## src/rtl/amns_pkg.sv

```systemverilog
// Shared types and default geometry for the AMNS operand feeder and its slice buffers.
package amns_pkg;

    localparam int WORD_WIDTH = 17;
    localparam int N          = 5;
    localparam int S          = 4;

    typedef enum logic [1:0] {
        EMPTY,
        FILL,
        FULL,
        RUN
    } feeder_state_t;

    // Pointers and the write counter must be able to hold S itself, the "exhausted" value.
    function automatic int ptr_width(input int depth);
        return $clog2(depth + 1);
    endfunction

endpackage

```

## src/rtl/amns_operand_feeder_if.sv

```systemverilog
// Load, launch and slice-delivery signals between the feeder and its producer/multiplier.
interface amns_operand_feeder_if #(
    parameter int WORD_WIDTH = amns_pkg::WORD_WIDTH,
    parameter int N          = amns_pkg::N
);
    logic                    load_valid_i;
    logic                    load_ready_o;
    logic [N*WORD_WIDTH-1:0] load_B_i;
    logic [N*WORD_WIDTH-1:0] load_M_i;
    logic                    full_o;
    logic                    go_i;
    logic                    start_o;
    logic                    B_shift_i;
    logic                    M_shift_i;
    logic [N*WORD_WIDTH-1:0] B_dout_o;
    logic [N*WORD_WIDTH-1:0] M_dout_o;
    logic                    done_o;

    modport slave (
        input  load_valid_i, load_B_i, load_M_i, go_i, B_shift_i, M_shift_i,
        output load_ready_o, full_o, start_o, B_dout_o, M_dout_o, done_o
    );

    modport master (
        output load_valid_i, load_B_i, load_M_i, go_i, B_shift_i, M_shift_i,
        input  load_ready_o, full_o, start_o, B_dout_o, M_dout_o, done_o
    );
endinterface

```

## src/rtl/amns_slice_buffer.sv

```systemverilog
// S-deep slice store with a write port and an independent read pointer feeding a registered,
// zero-on-exhaust output slice.
module amns_slice_buffer #(
    parameter int WIDTH = 85,
    parameter int S     = 4,
    parameter int PW    = 3
) (
    input  logic             clock_i,
    input  logic             reset_i,
    input  logic             wr_en,
    input  logic [PW-1:0]    wr_addr,
    input  logic [WIDTH-1:0] wr_data,
    input  logic             launch,
    input  logic             shift,
    input  logic             flush,
    output logic [WIDTH-1:0] dout,
    output logic             exhausted
);
    localparam int AW = (S > 1) ? $clog2(S) : 1;

    logic [WIDTH-1:0] mem [S];
    logic [PW-1:0]    ptr;
    logic [PW-1:0]    ptr_next;

    assign ptr_next  = ptr + PW'(1);
    assign exhausted = (ptr == PW'(S));

    // NOTE: the slice array has no reset; contents are only ever read after being written by a fill.
    always_ff @(posedge clock_i) begin
        if (wr_en) mem[wr_addr[AW-1:0]] <= wr_data;
    end

    // NOTE: sequential state uses non-blocking assignments so every register samples pre-edge values.
    always_ff @(posedge clock_i or negedge reset_i) begin
        if (!reset_i) begin
            ptr  <= '0;
            dout <= '0;
        end else if (launch) begin
            ptr  <= '0;
            dout <= mem[0];
        end else if (flush) begin
            dout <= '0;
        end else if (shift && !exhausted) begin
            ptr  <= ptr_next;
            dout <= (ptr_next == PW'(S)) ? '0 : mem[ptr_next[AW-1:0]];
        end
    end
endmodule

```

## src/rtl/amns_operand_feeder.sv

```systemverilog
// Operand staging buffer for the AMNS FIOS multiplier: fills B/M slice buffers, launches the
// array, then streams slices on demand until both operands are consumed.
module amns_operand_feeder
    import amns_pkg::*;
#(
    parameter int WORD_WIDTH = amns_pkg::WORD_WIDTH,
    parameter int N          = amns_pkg::N,
    parameter int S          = amns_pkg::S
) (
    input  logic                  clock_i,
    input  logic                  reset_i,
    amns_operand_feeder_if.slave  bus
);
    localparam int PW = ptr_width(S);
    localparam int DW = N * WORD_WIDTH;

    feeder_state_t state, state_next;
    logic [PW-1:0] wr_cnt;
    logic          load_ready, accept, launch, finish;
    logic          start_q, done_q;
    logic          b_exhausted, m_exhausted;

    assign load_ready       = (state == EMPTY) || (state == FILL);
    assign accept           = bus.load_valid_i && load_ready;
    assign bus.load_ready_o = load_ready;
    assign bus.full_o       = (state == FULL);
    assign bus.start_o      = start_q;
    assign bus.done_o       = done_q;

    // NOTE: every always_comb output gets a default first so no path can infer a latch.
    always_comb begin
        state_next = state;
        launch     = 1'b0;
        finish     = 1'b0;
        case (state)
            EMPTY, FILL: begin
                if (accept) state_next = (wr_cnt == PW'(S - 1)) ? FULL : FILL;
            end
            FULL: begin
                if (bus.go_i) begin
                    launch     = 1'b1;
                    state_next = RUN;
                end
            end
            RUN: begin
                if (b_exhausted && m_exhausted) begin
                    finish     = 1'b1;
                    state_next = EMPTY;
                end
            end
            default: state_next = EMPTY;
        endcase
    end

    always_ff @(posedge clock_i or negedge reset_i) begin
        if (!reset_i) begin
            state   <= EMPTY;
            wr_cnt  <= '0;
            start_q <= 1'b0;
            done_q  <= 1'b0;
        end else begin
            state   <= state_next;
            start_q <= launch;
            done_q  <= finish;
            if (finish)      wr_cnt <= '0;
            else if (accept) wr_cnt <= wr_cnt + PW'(1);
        end
    end

    amns_slice_buffer #(.WIDTH(DW), .S(S), .PW(PW)) u_b_buf (
        .clock_i   (clock_i),
        .reset_i   (reset_i),
        .wr_en     (accept),
        .wr_addr   (wr_cnt),
        .wr_data   (bus.load_B_i),
        .launch    (launch),
        .shift     (bus.B_shift_i && (state == RUN)),
        .flush     (finish),
        .dout      (bus.B_dout_o),
        .exhausted (b_exhausted)
    );

    amns_slice_buffer #(.WIDTH(DW), .S(S), .PW(PW)) u_m_buf (
        .clock_i   (clock_i),
        .reset_i   (reset_i),
        .wr_en     (accept),
        .wr_addr   (wr_cnt),
        .wr_data   (bus.load_M_i),
        .launch    (launch),
        .shift     (bus.M_shift_i && (state == RUN)),
        .flush     (finish),
        .dout      (bus.M_dout_o),
        .exhausted (m_exhausted)
    );
endmodule
```

## src/flat_wrapper.sv

```systemverilog
// flat-port wrapper written by rule: the top's interface ports become plain ports
module amns_operand_feeder_flat import amns_pkg::*;
#(
    parameter int WORD_WIDTH = amns_pkg::WORD_WIDTH,
    parameter int N          = amns_pkg::N,
    parameter int S          = amns_pkg::S
)
  (clock_i, reset_i, bus_load_valid_i, bus_load_B_i, bus_load_M_i, bus_go_i, bus_B_shift_i, bus_M_shift_i, bus_load_ready_o, bus_full_o, bus_start_o, bus_B_dout_o, bus_M_dout_o, bus_done_o);
  amns_operand_feeder_if #(.WORD_WIDTH(WORD_WIDTH), .N(N)) bus_i ();
  input  logic clock_i;
  input  logic reset_i;
  input wire logic [$bits(bus_i.load_valid_i)-1:0] bus_load_valid_i;
  input wire logic [$bits(bus_i.load_B_i)-1:0] bus_load_B_i;
  input wire logic [$bits(bus_i.load_M_i)-1:0] bus_load_M_i;
  input wire logic [$bits(bus_i.go_i)-1:0] bus_go_i;
  input wire logic [$bits(bus_i.B_shift_i)-1:0] bus_B_shift_i;
  input wire logic [$bits(bus_i.M_shift_i)-1:0] bus_M_shift_i;
  output wire logic [$bits(bus_i.load_ready_o)-1:0] bus_load_ready_o;
  output wire logic [$bits(bus_i.full_o)-1:0] bus_full_o;
  output wire logic [$bits(bus_i.start_o)-1:0] bus_start_o;
  output wire logic [$bits(bus_i.B_dout_o)-1:0] bus_B_dout_o;
  output wire logic [$bits(bus_i.M_dout_o)-1:0] bus_M_dout_o;
  output wire logic [$bits(bus_i.done_o)-1:0] bus_done_o;
  assign bus_i.load_valid_i = bus_load_valid_i;
  assign bus_i.load_B_i = bus_load_B_i;
  assign bus_i.load_M_i = bus_load_M_i;
  assign bus_i.go_i = bus_go_i;
  assign bus_i.B_shift_i = bus_B_shift_i;
  assign bus_i.M_shift_i = bus_M_shift_i;
  assign bus_load_ready_o = bus_i.load_ready_o;
  assign bus_full_o = bus_i.full_o;
  assign bus_start_o = bus_i.start_o;
  assign bus_B_dout_o = bus_i.B_dout_o;
  assign bus_M_dout_o = bus_i.M_dout_o;
  assign bus_done_o = bus_i.done_o;
  amns_operand_feeder #(.WORD_WIDTH(WORD_WIDTH), .N(N), .S(S)) u_core (.clock_i(clock_i), .reset_i(reset_i), .bus(bus_i));
endmodule
```

## config.mk

```make
export PLATFORM = sky130hd
export DESIGN_NAME = amns_operand_feeder_flat
export DESIGN_NICKNAME = d
export VERILOG_FILES = /design/src/rtl/amns_pkg.sv /design/src/rtl/amns_operand_feeder_if.sv /design/src/rtl/amns_slice_buffer.sv /design/src/rtl/amns_operand_feeder.sv /design/src/flat_wrapper.sv
export SDC_FILE = /design/constraint.sdc
export NUM_CORES = 1
export LEC_CHECK = 0
export CAP_MARGIN = 20
export CORE_ASPECT_RATIO = 0.75
export CORE_UTILIZATION = 25
export DETAILED_ROUTE_END_ITERATION = 12
export PLACE_DENSITY_LB_ADDON = 0.3
export SLEW_MARGIN = 5
export SYNTH_ARGS = -nofsm -noshare
export SYNTH_HDL_FRONTEND = slang
export SYNTH_SLANG_ARGS = --single-unit
```

## constraint.sdc

```tcl
create_clock -name clock_i -period 5.05 [get_ports clock_i]
set_input_delay 1.2625 -clock clock_i [delete_from_list [all_inputs] [get_ports clock_i]]
set_output_delay 1.2625 -clock clock_i [all_outputs]
set_load 0.02 [all_outputs]
```

==> impl_results.md <==
* WS Path Type: flop to primary output
* Library cells used by synthesis at 32
* # H-tree levels at 3
* CTS buffer count at 90
* CTS sink cnt at 863
* Layout Skew at approximately 0.029 ns
* Post-synth EDFFs at roughly 700
* Via Count at between 15k and 20k
* Worst min path class: flop to flop
* CTS tree: yes
* Core Footprint at about 130000 um2
* First-pass GRT wire length at roughly 120 mm
* Crit-path cells: nor2b_4, clkdlybuf4s50_1
* Largest area contributor in the netlist: edfxtp_1
* Req. time, crit path at 3.79 ns
* Synthesis warning total at 0
* Post-Route WL at approximately 84 mm
* Fin nets at 2104
* CP Max Fanout at 7
* IO Pins at between 300 and 400
* Pint at roughly 19000 uW
* Fin crit period at about 3.3 ns
* Initial core utilization at 0.252
* Peak supply drop at just over 0.4 mV
* Total grt overflow at 0
* Clk slew on worst S/H paths at approximately 0.060 ns
* Clock Latency Late Sink at 0.69 ns
* Worst reg-to-reg path cell count at 6
* Number of buffers added for setup after CTS at 0
* # resized after CTS at 0
* Max_cap viols at 0
* Arrival time at the worst endpoint at 2.06 ns
* Via count of the first global-routing pass at ~18k
* RSZ-0062 raised after global routing: no
* Sequential fraction of design power at 0.362
* Syn_nets at approximately 1.7k
* Post-Layout Cell Count at between 3k and 4k
* Min-Delay Startpoint: u_core.u_m_buf.dout[5]
* Top delay family on crit path: buffers and inverters
* Buf+Inv Stages, Crit Path at 1
* Max-slew violation count at 0
* Fraction of registers with async set/reset at 0.212
* Element type at the critical path end: primary output
* Psw at 8440 uW
* Hold path endpoint: u_core.u_m_buf.dout[5]
* Initial antenna violation count at 12
* Synth area leaders: edfxtp_1 (61%), dfrtp_1 (14%), mux4_2 (11%), a22o_1 (4.4%), mux2_4 (3.6%)
* P&R area growth vs syn at 26.0%
* Clock network power share at 0.251
* Logic pwr share at 0.388
* Fin crit share at 0.658
* 1st-pass router iterations at 8
* Die Area at 136000 um2
* CP max-delay cell: clkdlybuf4s50_1
* Post-synthesis cell count at between 1.5k and 2k
* Final hold vios at 0
* CP peak stage delay at 0.63 ns
* Buffers on Ports at ~350
* Routed vias/inst at 4.36
* Sw frac at 0.313
* Slew margin rel. at 0.354
* R2R setup slack at approximately 1.8 ns
* Register bit count reported by yosys at roughly 860
* Status: finished with violations
* Placed cells at roughly 3.6k
* Largest net degree at the start of global routing at about 130
* Hold path depth at 1
* Power density over the cells at 636 nW/um2
* Mapped cell area at around 34000 um2
* FMAX at about 300 MHz
* Reg-to-Reg Start: u_core.u_b_buf.ptr[0]
* DRC errors left at 4
* Die height at approximately 320 um
* Syn Area/Cell at 21.9 um2
* Detailed Place HPWL at 47.9 mm
* CTS max path bufs at 3
* Post-route ant nets at 0
* Wire per inst at around 22 um
* Share of cells above drive strength 1 at 0.269
* Area share of the leading cell type in the synthesized netlist at 0.607
* Failing checks: design-rule violations
* Post-synthesis sequential area ratio at 0.744
* Die W at around 430 um
* GRT Util Overall at 0.123
* Initial DRC Count at roughly 1000
* Final setup TNS at 0 ns
* Worst R2R End: u_core.u_b_buf.dout[14]
* RePlAce Congestion at 0.710
* Clk root buf: clkbuf_16
* Post-synth top flop: edfxtp_1
* CP Launch Type: flop
* # rows at 116
* Leak pwr at approximately 0.015 uW
* Final-report setup violation count at 0
* # hold bufs at CTS at 0
* Worst Tran Pin Value at roughly 0.97 ns
Yosys cell counts, types with 9 or more instances:
master    instances
a22o_1          170
buf_2            43
buf_6            11
clkbuf_1         32
inv_1            12
mux2_4           80
buf_8             9
ha_1             11
mux2_2           90
dfrtp_1         183
mux4_2          170
edfxtp_1        680
placed cells by master, fill, tap and decap left out, types with 20 or more instances in the layout:
cell type and count:
clkbuf_16 91, buf_4 20, a22o_1 170, mux2_4 80
clkdlybuf4s50_1 348, edfxtp_1 680, dfrtp_1 181, mux4_2 170
mux2_2 90
layout make-up:
type                    instances  area (um2)
repair buffers                388        4030
flip-flops and latches        863       25000
well taps                    1770        2210
inverters                      13        53.8
fillers                     12700       91000
clock buffers                 111        2420
multi-input cells             561        8010
diodes                          8        20.0
clock inverters                59         597
per-stage QoR:
stage	util	cell area, um2	total power, uW	worst slack (ns)	hold WS, ns
6_report	0.318	42400	26900	1.73	0.504
5_1_grt	0.317	42300	28300	1.63	0.520
2_1_floorplan	-	33600	17000	0.771	0.495
3_3_place_gp	0.295	39300	20500	1.23	0.491
4_1_cts	0.317	42300	27500	1.66	0.509
3_5_place_dp	0.295	39300	20600	1.25	0.495
power groups by stage:
| stage | logic (uW) | clock network (uW) | registers (uW) |
|---|---|---|---|
| after floorplan | 6460 | 0 | 10500 |
| after global placement | 10600 | 0 | 9860 |
| after detailed placement | 10700 | 0 | 9900 |
| after CTS | 10700 | 6990 | 9770 |
| after global routing | 11200 | 7240 | 9890 |
| final | 10400 | 6760 | 9740 |
state kept, by name (all words and copies together), names as in the netlist:
signal / cells
u_core.bus.done_o: 1
u_core.bus.start_o: 1
u_core.state: 2
u_core.u_b_buf.dout: 85
u_core.u_b_buf.mem: 340
u_core.u_b_buf.ptr: 3
u_core.u_m_buf.dout: 85
u_core.u_m_buf.mem: 340
u_core.u_m_buf.ptr: 3
u_core.wr_cnt: 3
cell families after synthesis:
| kind of cell | count (synthesis) | share of synthesized area |
|---|---|---|
| simple gates | 27 | 0.00554 |
| buf+inv | 110 | 0.0200 |
| xor+xnor | 1 | 0.000261 |
| compound gates | 182 | 0.0468 |
| fa+ha+maj | 11 | 0.00409 |
| flops | 863 | 0.744 |
| mux | 340 | 0.180 |
how the worst max path moves through the flow:
stage | startpoint | end | cells past startpoint | slack [ns]
after floorplan | bus_load_valid_i | u_core.u_b_buf.mem[0][0] | 3 | 0.77
after global placement | bus_go_i | u_core.u_m_buf.dout[57] | 6 | 1.23
after detailed placement | bus_go_i | u_core.u_b_buf.dout[75] | 6 | 1.25
after CTS | u_core.state[1] | bus_full_o | 2 | 1.66
after global routing | u_core.state[1] | bus_full_o | 2 | 1.63
final | u_core.state[1] | bus_full_o | 2 | 1.73
per-layer routing:
| metal | vias to the layer above | GRT usage | wire, um |
|---|---|---|---|
| met1 | 8881 | 0.150 | 35200 |
| met5 | - | 0 | 13 |
| met3 | 113 | 0.0235 | 2770 |
| li1 | 7167 | - | - |
| met2 | 287 | 0.217 | 43900 |
| met4 | 2 | 0.0418 | 1980 |
Power figures use the tool's default switching activity.
